===== src/rtl/bram_pkg.sv =====
// Shared types and constants for the BRAM port arbiter.
package bram_pkg;

  localparam int unsigned BURST_CNT_W = 8;
  localparam int unsigned STAT_CNT_W  = 32;

  typedef enum logic [1:0] {
    IDLE   = 2'd0,
    OWN_WR = 2'd1,
    OWN_RD = 2'd2
  } arb_state_t;

endpackage


===== src/rtl/bram_port_arbiter.sv =====
// Two-requester (writer/reader) arbiter for a single BRAM port.
// Bursts are capped at MAX_BURST only while the other side is waiting.
// Optional macro BRAM_ARB_STATS_EN adds write/read/forced-switch counters.
module bram_port_arbiter
  import bram_pkg::*;
#(
  parameter int unsigned ADDRESS_WIDTH   = 13,
  parameter int unsigned BRAM_DATA_WIDTH = 32,
  parameter int unsigned MAX_BURST       = 16
) (
  input  logic                       clk_i,
  input  logic                       rst_i,
  input  logic                       wr_req_i,
  input  logic [ADDRESS_WIDTH-1:0]   wr_addr_i,
  input  logic [BRAM_DATA_WIDTH-1:0] wr_data_i,
  output logic                       wr_gnt_o,
  input  logic                       rd_req_i,
  input  logic [ADDRESS_WIDTH-1:0]   rd_addr_i,
  output logic                       rd_gnt_o,
  output logic [BRAM_DATA_WIDTH-1:0] rd_data_o,
  output logic                       rd_valid_o,
  output logic [ADDRESS_WIDTH-1:0]   bram_addr,
  output logic                       bram_en,
  output logic                       bram_we,
  output logic [BRAM_DATA_WIDTH-1:0] bram_data_in,
  input  logic [BRAM_DATA_WIDTH-1:0] bram_data_out
`ifdef BRAM_ARB_STATS_EN
  ,
  output logic [STAT_CNT_W-1:0]      stat_wr_cnt_o,
  output logic [STAT_CNT_W-1:0]      stat_rd_cnt_o,
  output logic [STAT_CNT_W-1:0]      stat_force_cnt_o
`endif
);

  // Last access of a burst when the other side is waiting.
  localparam logic [BURST_CNT_W-1:0] BURST_LAST = BURST_CNT_W'(MAX_BURST - 1);
  localparam logic [BURST_CNT_W-1:0] CNT_MAX    = '1;

  arb_state_t               state_q, state_d;
  // Set once the reader has been granted; the writer then wins the next tie.
  logic                     last_wr_q, last_wr_d;
  logic [BURST_CNT_W-1:0]   burst_cnt, burst_cnt_d;
  logic                     wr_gnt_q, rd_gnt_q, rd_valid_q;
  logic                     wr_acc, rd_acc;

  assign wr_acc = (state_q == OWN_WR) && wr_req_i;
  assign rd_acc = (state_q == OWN_RD) && rd_req_i;

  // Next-state, tie-break flag and burst counter.
  always_comb begin
    state_d     = state_q;
    last_wr_d   = last_wr_q;
    burst_cnt_d = burst_cnt;
    unique case (state_q)
      IDLE: begin
        if (wr_req_i && rd_req_i) state_d = last_wr_q ? OWN_WR : OWN_RD;
        else if (wr_req_i)        state_d = OWN_WR;
        else if (rd_req_i)        state_d = OWN_RD;
      end
      OWN_WR: begin
        if (!wr_req_i)                                  state_d = rd_req_i ? OWN_RD : IDLE;
        else if (rd_req_i && (burst_cnt >= BURST_LAST)) state_d = OWN_RD;
      end
      OWN_RD: begin
        if (!rd_req_i)                                  state_d = wr_req_i ? OWN_WR : IDLE;
        else if (wr_req_i && (burst_cnt >= BURST_LAST)) state_d = OWN_WR;
      end
      default: state_d = IDLE;
    endcase
    if ((state_d == OWN_WR) && (state_q != OWN_WR)) last_wr_d = 1'b0;
    if ((state_d == OWN_RD) && (state_q != OWN_RD)) last_wr_d = 1'b1;
    if (state_d != state_q)
      burst_cnt_d = '0;
    else if ((wr_acc || rd_acc) && (burst_cnt != CNT_MAX))
      burst_cnt_d = burst_cnt + BURST_CNT_W'(1);
  end

  // State, grants, read-valid pipeline.
  always_ff @(posedge clk_i or posedge rst_i) begin
    if (rst_i) begin
      state_q    <= IDLE;
      last_wr_q  <= 1'b0;
      burst_cnt  <= '0;
      wr_gnt_q   <= 1'b0;
      rd_gnt_q   <= 1'b0;
      rd_valid_q <= 1'b0;
    end else begin
      state_q    <= state_d;
      last_wr_q  <= last_wr_d;
      burst_cnt  <= burst_cnt_d;
      wr_gnt_q   <= (state_d == OWN_WR);
      rd_gnt_q   <= (state_d == OWN_RD);
      rd_valid_q <= rd_acc;
    end
  end

  // BRAM port drive follows the current owner's request.
  always_comb begin
    bram_en   = 1'b0;
    bram_we   = 1'b0;
    bram_addr = '0;
    if (wr_acc) begin
      bram_en   = 1'b1;
      bram_we   = 1'b1;
      bram_addr = wr_addr_i;
    end else if (rd_acc) begin
      bram_en   = 1'b1;
      bram_addr = rd_addr_i;
    end
  end

  assign bram_data_in = wr_data_i;
  assign rd_data_o    = bram_data_out;
  assign wr_gnt_o     = wr_gnt_q;
  assign rd_gnt_o     = rd_gnt_q;
  assign rd_valid_o   = rd_valid_q;

`ifdef BRAM_ARB_STATS_EN
  localparam bit STATS_EN = 1'b1;

  if (STATS_EN) begin : g_stats
    logic [STAT_CNT_W-1:0] wr_cnt_q, rd_cnt_q, force_cnt_q;
    logic                  force_evt;

    // Ownership leaves while the owner still requests: a burst-cap switch.
    assign force_evt = (wr_acc && (state_d == OWN_RD)) || (rd_acc && (state_d == OWN_WR));

    // Free-running wrapping event counters.
    always_ff @(posedge clk_i or posedge rst_i) begin
      if (rst_i) begin
        wr_cnt_q    <= '0;
        rd_cnt_q    <= '0;
        force_cnt_q <= '0;
      end else begin
        if (wr_acc)    wr_cnt_q    <= wr_cnt_q + STAT_CNT_W'(1);
        if (rd_acc)    rd_cnt_q    <= rd_cnt_q + STAT_CNT_W'(1);
        if (force_evt) force_cnt_q <= force_cnt_q + STAT_CNT_W'(1);
      end
    end

    assign stat_wr_cnt_o    = wr_cnt_q;
    assign stat_rd_cnt_o    = rd_cnt_q;
    assign stat_force_cnt_o = force_cnt_q;
  end
`endif

endmodule


===== config.mk =====
export PLATFORM = sky130hd
export DESIGN_NAME = bram_port_arbiter
export DESIGN_NICKNAME = d
export VERILOG_FILES = /design/src/rtl/bram_pkg.sv /design/src/rtl/bram_port_arbiter.sv
export SDC_FILE = /design/constraint.sdc
export NUM_CORES = 1
export LEC_CHECK = 0
export ABC_AREA = 1
export BUFFER_PORTS_ARGS = -buffer_cell sky130_fd_sc_hd__buf_2
export CELL_PAD_IN_SITES_DETAIL_PLACEMENT = 1
export CELL_PAD_IN_SITES_GLOBAL_PLACEMENT = 1
export CORE_MARGIN = 8
export CORE_UTILIZATION = 20
export CTS_BUF_LIST = sky130_fd_sc_hd__clkbuf_4 sky130_fd_sc_hd__clkbuf_8
export DETAILED_ROUTE_END_ITERATION = 8
export PLACE_DENSITY_LB_ADDON = 0.1
export SETUP_SLACK_MARGIN = 0.4
export SLEW_MARGIN = 20
export SYNTH_ARGS = -nofsm -noshare
export SYNTH_HDL_FRONTEND = slang
export SYNTH_SLANG_ARGS = --single-unit

===== constraint.sdc =====
create_clock -name clk_i -period 1.7 [get_ports clk_i]
set_input_delay 0.255 -clock clk_i [delete_from_list [all_inputs] [get_ports clk_i]]
set_output_delay 0.255 -clock clk_i [all_outputs]
set_load 0.02 [all_outputs]

### Word-level counts from Yosys, hierarchy flattened

Index checks and enable logic that the tools add are counted.

| storage, ports and cells | value |
|---|---|
| word-level logic and storage cells | 48 |
| input bits | 94 |
| register bits after elaboration | 14 |
| output and inout bits | 82 |

| operators by class | value |
|---|---|
| order comparisons | 1 |
| equal/unequal tests | 8 |
| muxes and demuxes | 20 |
| add/sub/neg operators | 1 |
| reductions and logical operators | 12 |

Operators by type and width:

| operator | number |
|---|---|
| $mux W13 | 2 |
| $mux W2 | 9 |
| $mux W8 | 2 |
| $add A8 B1 Y8 const B | 1 |
| $ge A8 B4 Y1 const B | 1 |
| $logic_and A1 B1 Y1 | 8 |
| $ne A8 B8 Y1 const B | 1 |
| $mux W1 | 6 |
| $pmux W2 S3 | 1 |
| $eq A2 B1 Y1 const B | 2 |
| $eq A2 B2 Y1 const B | 2 |
| $reduce_bool A2 Y1 | 2 |
| $logic_not A2 Y1 | 1 |
| $ne A2 B1 Y1 const B | 1 |
| $ne A2 B2 Y1 | 1 |
| $ne A2 B2 Y1 const B | 1 |
| $logic_or A1 B1 Y1 | 1 |

### Longest topological paths before layout

Gate-level depths: netlist (run 1).

| logic depth | value |
|---|---|
| depth after elaboration | 9 |
| mapped depth | 10 |
| mapped depth without buffers | 10 |

### Worst setup path before layout (run 1)

No wires, ideal clock.

| timing path | value |
|---|---|
| path kind | flip-flop to output port |
| from | register state_q[1] |
| to | output port bram_addr[10] |
| cell stages (with the launch flop) | 6 |
| data required time | 1.445 ns |
| buffers on the path | 1 |
| data arrival time | 1.258 ns |
| slack | 0.187 ns |
| cell sequence | dfrtp_1 -> inv_2 -> nand2_2 -> nor2_4 -> buf_2 -> a22o_1 |

| on the way | value |
|---|---|
| cells in the longest elaborated chain, start to end | 4 |
| elaborated cells between the ends (all ways) | 6 |
| classes of those cells | eq/ne: 2; mux: 2; reduce/logical: 2 |

RTL lines:

| what | line | RTL |
|---|---|---|
| from (decl) | bram_port_arbiter.sv:39 | `arb_state_t state_q, state_d;` |
| from (signal assigned) | bram_port_arbiter.sv:88 | `state_q <= state_d;` |
| $eq A2 B2 Y1 | bram_port_arbiter.sv:47 | `assign rd_acc = (state_q == OWN_RD) && rd_req_i;` |
| $logic_and A1 B1 Y1 | bram_port_arbiter.sv:47 |  |
| $mux W13 | bram_port_arbiter.sv:106 | `end else if (rd_acc) begin` |
| $mux W13 * | bram_port_arbiter.sv:102 | `if (wr_acc) begin` |
| to (decl) | bram_port_arbiter.sv:22 | `output logic [ADDRESS_WIDTH-1:0] bram_addr,` |

Every way passes the cells marked *; elsewhere a longest branch is shown, timed or not.

### Worst setup path after layout (run 1)

| timing path | value |
|---|---|
| from | register state_q[1] |
| to | output port bram_addr[7] |

Same word-level chain as after synthesis.

==> summary by stage, run 1 <==
Clock network
The cts-stage hold buffer count is 0. The H-tree level count is 1. The clock sink count is 14. After clock tree synthesis, the clock-pin slew on the worst setup and hold paths is approximately 0.070 ns. Clock tree synthesis selected as its root buffer the cell sky130_fd_sc_hd__clkbuf_8.

The latest clock arrival within the worst-skew pair is roughly 0.25 ns. The clock passes through at most 2 buffers. The TritonCTS clock tree is built. TritonCTS created 3 clock buffers.

Pwr
The worst vdd rail ir drop is between 0.0004 and 0.0005 V. The total power per unit cell area is between 1000 and 1500 mW/mm^2. The leakage power summed over all cells is a little under 0.001 uW. The total design power is 2790 uW.

Die
The number of top-level design ports is roughly 180. The initial utilization of the core area, before any placement, comes to 20.8%. The floorplan die area is 0.0101 mm^2.

In this run the core area contains 30 standard-cell rows. The core footprint is approximately 0.0068 mm^2. The die width is around 100 um.

Measured along the y axis, the die boundary spans ~100 um.

Layout
The count of nets after finishing is around 290. The area occupied by multi-input gates is 858 um^2. The final instance count without filler cells is around 290.

The post-layout instance area is a little over 0.002 mm^2. From synthesis to final layout, the design area changed by 44.8%. The filler cells instantiated in the layout total about 800. Of the cells placed in the final design, the portion with a size suffix greater than 1 is 70.7%.

The area occupied by registers is approximately 350 um^2. The repair_antennas step left the layout with diodes totalling 0.

Timing
Setup repair after global routing could not meet its margin everywhere. The number of pins with negative max-slew slack in the final report is 0. For the final routed database, the setup TNS stands at 0 ns. The clock arrives with 0.00900 ns of skew. The number of hold violations in the final report is 0. In the post-route analysis, the smallest setup slack over all paths is 0.0539 ns. The transition at the pin with the smallest max-transition slack is 0.632 ns. For the finished layout, the period the worst path requires is between 1.5 and 2 ns. In this run the tightest slew margin relative to its limit is between 50% and 60%. Timing would allow up to around 610 MHz. The number of failing setup endpoints in the final timing report is 0. The final critical path takes up a little over nine tenths of the cycle.

Routing
The detailed-route via count is ~1200. The total wirelength of the detailed-routed design is 4.87 mm. The DRC violations left is 0. The count of nets left with antenna violations once routing finished came out at 0. The via density per instance is between 4 and 5. The violation count after the first detailed-routing iteration is 20. Dividing the detail-routed wire length by the instance count gives around 17 um. The number of optimization iterations in the first detailed-route pass is 3.

Setup path
The flop-to-flop setup slack is 0.09 ns. In this run the worst path has a maximum fanout of 7. The data required time at the worst endpoint is roughly 1.4 ns. The worst setup path is captured at a primary output. The number of cells on the worst reg-to-reg path is 10.

The endpoint arrival time on the critical path is ~1.4 ns. The endpoint identified for the worst register-to-register timing path is burst_cnt[6]. The start of the worst register-to-register path is state_q[1].

The critical path class is reg -> out. The launching element type of the critical path is a flip-flop.

Placement
The count of buffers added on input and output ports is 47. The final HPWL from detailed placement is 3.45 mm. Including well taps, the total number of placed cells is between 200 and 300. Before CTS, the worst setup slack after placement is between 0.1 and 0.15 ns. The placed instances occupy a cell area of ~0.0014 mm^2. The congestion estimate from routability-driven global placement came to roughly 0.77.

GRT
Global routing used 15.1% of the available met2 tracks. The busiest layer in global routing is met2. The number of global-route vias before repair is about 1400.

Global routing used ~8% of the available met3 tracks. The initial antenna violation count is 0. The met1 track demand over resource is 7.73%. For this run the aggregate overflow at the end of global routing stands at 0. Entering global routing, the biggest net connects 16 pins. The global-route wire length before repair is roughly 7 mm. The global-route total usage across every layer is a little under a tenth.

Synth
The synthesized instance count is 180. The netlist area before placement is between 0.001 and 0.0015 mm^2. After synthesis, the mean cell area works out to between 7 and 8 um^2. The proportion of synthesized flip-flops having asynchronous set or reset is between 90% and 100%. Among all flip-flop cells after synthesis, the most frequent one is sky130_fd_sc_hd__dfrtp_1. The yosys synthesis warning count is 0. The unique cell type count in the Yosys netlist is 24. The number of storage elements in the synthesis netlist is 14.

Counting flops with a built-in enable in the synthesized netlist gives 0. The area fraction of the dominant cell type after synthesis is between 30% and 40%. The number of nets produced by synthesis is roughly 280. By area the synthesized netlist is led by sky130_fd_sc_hd__buf_4, sky130_fd_sc_hd__dfrtp_1, sky130_fd_sc_hd__a22o_1, sky130_fd_sc_hd__nand2_1, sky130_fd_sc_hd__nor2_1. The proportion of synthesized chip area in sequential cells is between 20% and 30%. The cell accounting for the most synthesized area is sky130_fd_sc_hd__buf_4. The most frequent cell after synthesis is sky130_fd_sc_hd__buf_4. By count the netlist is led by sky130_fd_sc_hd__buf_4, sky130_fd_sc_hd__nand2_1, sky130_fd_sc_hd__nor2_1.

Job
Across the run, the number of max-cap violations was 0.

Worst hold path
In this run the worst hold path is classified as in -> async.

Outcome
The run finished with clean final reports.
## kinds of logic (layout without fill, tap and decap cells)
family,count (synthesis),in the layout,share of synthesized area (%)
compound gates,18,18,11.6
xor+xnor,6,6,3.69
fa+ha+maj,1,1,0.879
buf+inv,77,88,37.3
flops,14,14,24.6
simple gates,64,64,21.9
## cell type report
type,count,area share [%]
clock buffers,4,2.67
inverters,11,2.25
multi-input cells,89,41.6
flip-flops and latches,14,17.1
well taps,96,5.83
repair buffers,73,30.6
## timing repair
item                                    4_1_cts  5_1_grt
buffers inserted                             14        7
pin swaps                                    14       19
endpoints found under the setup margin       28       28
gates resized for setup                      52       41
gates cloned                                  1        1
## worst max-delay path, cell delays in order (launching register included)
cell and delay (ns):
sky130_fd_sc_hd__dfrtp_1 0.40, sky130_fd_sc_hd__buf_6 0.13, sky130_fd_sc_hd__nand2_4 0.07, sky130_fd_sc_hd__inv_4 0.05, sky130_fd_sc_hd__clkbuf_16 0.15, sky130_fd_sc_hd__a22o_4 0.21
sky130_fd_sc_hd__buf_6 0.12
## layer usage
layer / routed length, um / share of wire, %
met5: 0 / 0
met3: 791 / 16
met1: 1530 / 31
met2: 2430 / 50
met4: 125 / 2.6
## where the power goes
group | total [uW] | switching (uW) | internal (uW)
Combinational | 1980 | 1030 | 957
Sequential | 466 | 56.5 | 410
Clock | 337 | 132 | 205
Total | 2790 | 1210 | 1570
## cells in the final DEF, fill, tap and decap left out, types with 3 or more instances in the layout
master	instances
sky130_fd_sc_hd__a22o_1	4
sky130_fd_sc_hd__a22o_4	9
sky130_fd_sc_hd__buf_12	3
sky130_fd_sc_hd__buf_2	32
sky130_fd_sc_hd__buf_4	13
sky130_fd_sc_hd__buf_6	22
sky130_fd_sc_hd__clkbuf_8	4
sky130_fd_sc_hd__dfrtp_1	13
sky130_fd_sc_hd__inv_1	7
sky130_fd_sc_hd__nand2_1	15
sky130_fd_sc_hd__nand2_2	7
sky130_fd_sc_hd__nand2_4	9
sky130_fd_sc_hd__nand3_4	4
sky130_fd_sc_hd__nor2_1	7
sky130_fd_sc_hd__nor2_2	5
sky130_fd_sc_hd__nor2_4	10
sky130_fd_sc_hd__xor2_1	3
## worst max path at each step
stage / start / endpoint / slack (ns) / depth (start not counted)
floorplan: burst_cnt[0] / burst_cnt[0] / 0.32 / 10
global placement: rd_req_i / bram_addr[2] / 0.14 / 8
detailed placement: burst_cnt[1] / burst_cnt[4] / 0.11 / 10
CTS: state_q[1] / bram_addr[2] / -0.02 / 6
global route: state_q[1] / bram_addr[2] / -0.02 / 6
finish: state_q[1] / bram_addr[7] / 0.05 / 6
## metrics by stage
| step | hold WS, ns | util (%) |
|---|---|---|
| final | 0.0745 | 30.2 |
| after global routing | 0.115 | 30.2 |
| after CTS | 0.0928 | 26.6 |
| after detailed placement | 0.372 | 21.0 |
| after global placement | 0.366 | 21.0 |
| after floorplan | 0.144 | - |
## sequential cells by signal (all words and copies together) (netlist names)
signal and cells:
burst_cnt 8, rd_valid_o 1, last_wr_q 1, wr_gnt_o 1, rd_gnt_o 1, state_q 2
Power figures use the tool's default switching activity.
==> run 2, diff against run 1 <==
--- a/config.mk
+++ b/config.mk
@@ -10,7 +10,7 @@
 export CELL_PAD_IN_SITES_DETAIL_PLACEMENT = 1
 export CELL_PAD_IN_SITES_GLOBAL_PLACEMENT = 1
 export CORE_MARGIN = 8
-export CORE_UTILIZATION = 20
+export CORE_UTILIZATION = 22
 export CTS_BUF_LIST = sky130_fd_sc_hd__clkbuf_4 sky130_fd_sc_hd__clkbuf_8
 export DETAILED_ROUTE_END_ITERATION = 8
 export PLACE_DENSITY_LB_ADDON = 0.1
==> constraint.sdc (replaced) <==
create_clock -name clk_i -period 2 [get_ports clk_i]
set_input_delay 0.3 -clock clk_i [delete_from_list [all_inputs] [get_ports clk_i]]
set_output_delay 0.3 -clock clk_i [all_outputs]
set_load 0.02 [all_outputs]
==> summary by stage, run 2 (same netlist as run 1, synthesis figures left out) <==
Outcome
Run status: finished clean (unchanged).

Timing
The final worst-path setup slack came to 0.280 ns (was 0.0539 ns). The final-layout worst hold slack is 0.110 ns (was 0.0745 ns). Timing would allow up to roughly 580 MHz. RSZ-0062 raised after global routing: yes (unchanged).

The clock period could shrink to between 1.5 and 2 ns. The transition at the pin with the smallest max-transition slack was 0.602 ns (was 0.632 ns). The fraction of the cycle the final worst path needs is about 86%. The worst max-slew margin expressed relative to the limit is 59.9% (was 57.8%). The maximum clock skew at final layout is 0.00247 ns (was 0.00900 ns). The setup total negative slack is 0 ns (unchanged). The number of pins with negative max-slew slack in the final report was 0 (unchanged).

The number of hold violations in the final report is 0 (unchanged). The number of failing setup endpoints in the final timing report is 0 (unchanged).

Layout
The commonest non-fill, non-tap cell in the layout is sky130_fd_sc_hd__buf_2 (unchanged). The number of diodes came to 0 (unchanged). Most frequent cells in the layout: sky130_fd_sc_hd__buf_2, sky130_fd_sc_hd__buf_4, sky130_fd_sc_hd__nand2_1 (was sky130_fd_sc_hd__buf_2, sky130_fd_sc_hd__buf_6, sky130_fd_sc_hd__nand2_1). Registers with the highest flip-flop counts: burst_cnt x8, state_q x2 (unchanged).

The share of layout cells above drive strength 1 is 59.6% (was 70.7%). The number of flip-flops under the largest register name is 8 (unchanged). The count of nets after finishing is 279 (was 287). The relative area change from synthesis to final layout is 21.3% (was 44.8%). The register with the highest flop count is burst_cnt (unchanged).

Setup path
The flop-to-flop setup slack was 0.38 ns (was 0.09 ns). The endpoint kind of the worst setup timing path is a primary output (unchanged). The endpoint arrival time on the critical path is 1.42 ns (was 1.39 ns). The maximum net fanout on the critical path is 15 (was 7). The number of cells on the worst reg-to-reg path is 9 (was 10). The data required time at the worst endpoint is 1.70 ns (was 1.44 ns). The terminus of the critical flop-to-flop path is burst_cnt[5] (was burst_cnt[6]). The launching element type of the critical path is a flip-flop (unchanged). The critical path class was reg -> out (unchanged). The start of the worst register-to-register path was state_q[0] (was state_q[1]).

GRT
The global-route total usage across every layer came to 8.68% (was 9.15%). The overflow left after global routing was 0 (unchanged). The maximum number of pins on one net before global-route repair is 16 (unchanged). The initial antenna violation count is 0 (unchanged). The global-route wire length before repair was 6.31 mm (was 7.15 mm).

The number of global-route vias before repair was 1209 (was 1369).

Die
The floorplan die area was 0.00930 mm^2 (was 0.0101 mm^2). The vertical extent of the die is 96.5 um (was 100 um). The initial cell density of the core is 22.6% (was 20.8%). The number of top-level design ports is 176 (unchanged).

The die width came to 96.5 um (was 100 um). The core footprint is 0.00631 mm^2 (was 0.00683 mm^2). The number of placement rows was 29 (was 30).

Placement
The routability congestion estimate from global placement is 0.833 (was 0.765). The pre-CTS setup slack came to 0.308 ns (was 0.108 ns). The number of buffers added on ports is 47 (unchanged). The final HPWL from detailed placement was 3.32 mm (was 3.45 mm).

Worst hold path
The worst min-delay path category is in -> async (unchanged).

Routing
The total wirelength of the detailed-routed design was 4.47 mm (was 4.87 mm). The routed length per placed instance is 17.2 um (was 17.0 um). The number of optimization iterations in the first detailed-route pass was 2 (was 3). The via density per instance is 4.33 (was 4.17). The DRC violations left is 0 (unchanged). The detailed-route via count is 1126 (was 1198).

The number of nets with antenna violations after routing is 0 (unchanged). The violation count after the first detailed-routing iteration is 9 (was 20).

Clock network
The number of buffers created by CTS came to 3 (unchanged). The clock sink count is 14 (unchanged). The clock-pin slew of the registers on the worst-case setup and hold paths was 0.06 ns (was 0.07 ns).

The H-tree level count is 1 (unchanged). The latest clock arrival within the worst-skew pair is 0.25 ns (about the same). The cell at the root of the clock tree is sky130_fd_sc_hd__clkbuf_8 (unchanged). The maximum count of clock buffers along a single path is 2 (unchanged). The cts-stage hold buffer count came to 0 (unchanged). The TritonCTS clock tree is built (unchanged).

Pwr
The leakage power summed over all cells came to 0.000831 uW (was 0.000972 uW). The total power per unit cell area is 1160 mW/mm^2 (was 1350 mW/mm^2). The worst vdd rail ir drop is 0.000342 V (was 0.000412 V).

Job
The number of maximum-capacitance violations came to 0 (unchanged).
-- run 2: critical path, stage by stage (launching register included) --
cell,delay (ns)
sky130_fd_sc_hd__dfrtp_2,0.44
sky130_fd_sc_hd__inv_2,0.08
sky130_fd_sc_hd__nand2_4,0.07
sky130_fd_sc_hd__nor2_4,0.13
sky130_fd_sc_hd__buf_12,0.14
sky130_fd_sc_hd__a22o_1,0.15
sky130_fd_sc_hd__buf_4,0.14
-- run 2: how the worst max path moves through the flow --
stage / slack, ns / end / startpoint
2_1_floorplan: 0.44 / bram_addr[10] / state_q[1]
3_3_place_gp: 0.32 / bram_addr[7] / state_q[1]
3_5_place_dp: 0.31 / bram_addr[4] / state_q[1]
4_1_cts: 0.27 / bram_addr[4] / state_q[1]
5_1_grt: 0.20 / bram_addr[9] / state_q[1]
6_report: 0.28 / bram_addr[4] / state_q[1]
-- run 2: what timing repair did --
| action | 4_1_cts | 5_1_grt |
|---|---|---|
| endpoints found under the hold margin | 0 | 0 |
| gates resized for setup | 28 | 33 |
| pin swaps | 7 | 14 |
| setup endpoints to repair | 23 | 23 |
| setup buffers | 11 | 6 |
| cloned | 1 | 0 |
-- run 2: final cells by class --
cell class                      instances  area (um^2)
Tap cell                               77         96.3
Inverter                               11         46.3
Multi-Input combinational cell         89          731
Clock buffer                            4         55.1
Sequential cell                        14          353
Timing Repair inverter                  1         7.51
Timing Repair Buffer                   64          438
Fill cell                             766         4590
-- run 2: layer usage --
metal | vias to the layer above | routed length, um | global-route usage [%]
met5 | - | 0 | 0
met4 | 0 | 127 | 4.04
met3 | 29 | 409 | 3.86
met2 | 62 | 2410 | 14.5
met1 | 521 | 1520 | 9.18
li1 | 514 | - | -
-- run 2: where the power goes --
part | total [uW] | switching, uW | internal (uW) | leakage, uW
sequential | 410 | 60.0 | 350 | 0.000184
combinational | 1320 | 761 | 555 | 0.000618
clock | 284 | 110 | 175 | 0.0000288
-- run 2: stage by stage --
step / cells / utilization [%] / total power (uW) / cell area, um^2
after floorplan: 180 / - / 1150 / 1420
after global placement: 238 / 20.0 / 1230 / 1260
after detailed placement: 238 / 20.0 / 1230 / 1260
after CTS: 254 / 24.0 / 1770 / 1510
after global routing: 260 / 27.3 / 2130 / 1730
final: 260 / 27.3 / 2010 / 1730
==> run 3, diff against run 2 <==
--- a/config.mk
+++ b/config.mk
@@ -6,13 +6,13 @@
 export NUM_CORES = 1
 export LEC_CHECK = 0
 export ABC_AREA = 1
-export BUFFER_PORTS_ARGS = -buffer_cell sky130_fd_sc_hd__buf_2
 export CELL_PAD_IN_SITES_DETAIL_PLACEMENT = 1
 export CELL_PAD_IN_SITES_GLOBAL_PLACEMENT = 1
 export CORE_MARGIN = 8
-export CORE_UTILIZATION = 22
+export CORE_UTILIZATION = 43
 export CTS_BUF_LIST = sky130_fd_sc_hd__clkbuf_4 sky130_fd_sc_hd__clkbuf_8
 export DETAILED_ROUTE_END_ITERATION = 8
+export DONT_BUFFER_PORTS = 1
 export PLACE_DENSITY_LB_ADDON = 0.1
 export SETUP_SLACK_MARGIN = 0.4
 export SLEW_MARGIN = 20
==> summary by stage, run 3 (same netlist as run 1, synthesis figures left out) <==
GRT
The global-route total usage across every layer was 14.0% (was 8.68%). The number of global-route vias before repair was 1048 (was 1209). The initial antenna violation count came to 0 (unchanged). The maximum number of pins on one net before global-route repair was 15 (was 16). The overflow left after global routing is 0 (unchanged). The global-route wire length before repair was 5.83 mm (was 6.31 mm).

Clock network
The H-tree level count is 1 (unchanged). The number of buffers created by CTS is 3 (unchanged). The clock sink count is 14 (unchanged). The clock-pin slew of the registers on the worst-case setup and hold paths is 0.08 ns (was 0.06 ns). The latest clock arrival within the worst-skew pair came to 0.28 ns (was 0.25 ns). The maximum count of clock buffers along a single path is 2 (unchanged). The TritonCTS clock tree is built (unchanged). The cell at the root of the clock tree was sky130_fd_sc_hd__clkbuf_4 (was sky130_fd_sc_hd__clkbuf_8).

Worst hold path
The worst hold path was traced through 3 stages. The worst min-delay path category is in -> reg (was in -> async).

Timing
The number of hold violations in the final report is 0 (unchanged). The number of failing setup endpoints in the final timing report is 0 (unchanged). The number of pins with negative max-slew slack in the final report is 0 (unchanged). The transition at the pin with the smallest max-transition slack is 0.556 ns (was 0.602 ns). The top achievable clock speed is 580 MHz (was 581 MHz). The setup total negative slack is 0 ns (unchanged).

The maximum clock skew at final layout is 0.00762 ns (was 0.00247 ns). The final-layout worst hold slack came to 0.252 ns (was 0.110 ns). RSZ-0062 raised after global routing: yes (unchanged). The fraction of the cycle the final worst path needs is 86.2% (was 86.0%). The worst max-slew margin expressed relative to the limit is 62.9% (was 59.9%). The final period demand of the worst path was 1.72 ns (about the same).

Layout
The share of the core filled with cells is 42.5% (was 27.3%). The commonest non-fill, non-tap cell in the layout is sky130_fd_sc_hd__nand2_1 (was sky130_fd_sc_hd__buf_2). The share of layout cells above drive strength 1 was 50.8% (was 59.6%). Most frequent cells in the layout: sky130_fd_sc_hd__nand2_1, sky130_fd_sc_hd__a22o_4, sky130_fd_sc_hd__dfrtp_1 (was sky130_fd_sc_hd__buf_2, sky130_fd_sc_hd__buf_4, sky130_fd_sc_hd__nand2_1). The post-layout instance area came to 0.00138 mm^2 (was 0.00173 mm^2).

The relative area change from synthesis to final layout is -2.81% (was 21.3%). The register with the highest flop count was burst_cnt (unchanged). The number of flip-flops under the largest register name is 8 (unchanged). The number of diodes was 0 (unchanged). The count of nets after finishing came to 229 (was 279).

Registers with the highest flip-flop counts: burst_cnt x8, state_q x2 (unchanged).

Routing
The violation count after the first detailed-routing iteration came to 14 (was 9). The number of optimization iterations in the first detailed-route pass is 3 (was 2). The total wirelength of the detailed-routed design is 3.89 mm (was 4.47 mm). The routed length per placed instance is 21.8 um (was 17.2 um).

The DRC violations left is 0 (unchanged). The number of nets with antenna violations after routing is 0 (unchanged). The via density per instance is 5.30 (was 4.33).

The detailed-route via count was 943 (was 1126).

Setup path
The launching element type of the critical path is a flip-flop (unchanged). The family of cells with the greatest summed delay on the critical path was flip-flops (unchanged). The number of cells on the worst reg-to-reg path is 9 (unchanged). The master of the slowest instance on the critical path is sky130_fd_sc_hd__dfrtp_2 (unchanged). The instance count on the critical path is 4 (was 6). The endpoint kind of the worst setup timing path is a primary output (unchanged).

The critical path's largest stage delay is 0.43 ns (was 0.44 ns). Cell Chain, Critical Path: buf_6 -> nand2_8 -> clkinvlp_4 -> a22o_4 (was inv_2 -> nand2_4 -> nor2_4 -> buf_12 -> a22o_1 -> buf_4). The data required time at the worst endpoint is 1.70 ns (about the same).

The endpoint arrival time on the critical path is 1.42 ns (about the same). The critical path class is reg -> out (unchanged). The maximum net fanout on the critical path is 7 (was 15). The count of buffering cells on the critical path with inverters included is 2 (was 3).

Placement
The number of buffers added on ports was 0 (was 47). The final HPWL from detailed placement is 2.84 mm (was 3.32 mm). The routability congestion estimate from global placement is 0.739 (was 0.833). The instance area after placement is 991 um^2 (was 0.00126 mm^2).

Die
The number of placement rows is 21 (was 29). The vertical extent of the die is 73.5 um (was 96.5 um). The floorplan die area is 0.00541 mm^2 (was 0.00930 mm^2). The die width came to 73.5 um (was 96.5 um). The initial cell density of the core came to 43.7% (was 22.6%). The core footprint is 0.00326 mm^2 (was 0.00631 mm^2).

The number of top-level design ports is 176 (unchanged).

Pwr
The leakage power summed over all cells was 0.000625 uW (was 0.000831 uW). The total power per unit cell area is 1180 mW/mm^2 (was 1160 mW/mm^2). The worst vdd rail ir drop is 0.000526 V (was 0.000342 V).

Job
The number of maximum-capacitance violations is 0 (unchanged).

Outcome
Run status: finished clean (unchanged).
-- run 3: what timing repair did --
item,in CTS,in global routing
setup endpoints to repair,22,23
pin swaps,7,9
gates cloned,3,0
resized for setup,33,26
hold buffers,1,0
hold endpoints to repair,14,0
setup buffers,8,3
-- run 3: path summary, 6_finish.rpt --
| path | start | end | slack, ns |
|---|---|---|---|
| min in group asynchronous | rst_i | burst_cnt[2] | 0.50 |
| max reg2reg | state_q[1] | burst_cnt[5] | 0.39 |
| max in group asynchronous | rst_i | state_q[0] | 1.09 |
| min | rd_req_i | wr_gnt_o | 0.25 |
| min reg2reg | last_wr_q | last_wr_q | 0.53 |
| max | state_q[1] | bram_addr[11] | 0.28 |
-- run 3: power breakdown --
| part | internal, uW | switching [uW] | total [uW] |
|---|---|---|---|
| clock | 69.8 | 88.6 | 158 |
| combinational | 403 | 628 | 1030 |
| sequential | 350 | 88.3 | 438 |
-- run 3: per-layer routing --
metal | wire length, um | vias up | track usage [%]
met4 | 190 | 0 | 9.31
met5 | 0 | - | 0
li1 | - | 417 | -
met2 | 2000 | 51 | 21.9
met1 | 1280 | 437 | 14.6
met3 | 419 | 38 | 6.68
-- run 3: layout make-up --
type / instances / area (um^2)
inverters: 11 / 48.8
well taps: 46 / 57.6
clock buffers: 3 / 22.5
repair buffers: 12 / 104
flip-flops and latches: 14 / 353
fillers: 400 / 1870
multi-input cells: 91 / 791
repair inverters: 1 / 7.51
-- run 3: tightest hold or removal path, stage by stage --
cell	delay [ns]
sky130_fd_sc_hd__nand2_2	0.07
sky130_fd_sc_hd__a21oi_2	0.07
sky130_fd_sc_hd__nand2_1	0.05
-- run 3: metrics by stage --
step	total power, uW	setup WS, ns	cells
after floorplan	1150	0.442	180
after global routing	1740	0.221	178
final	1630	0.275	178
after detailed placement	1080	0.288	160
after global placement	1080	0.312	160
after CTS	1490	0.273	175
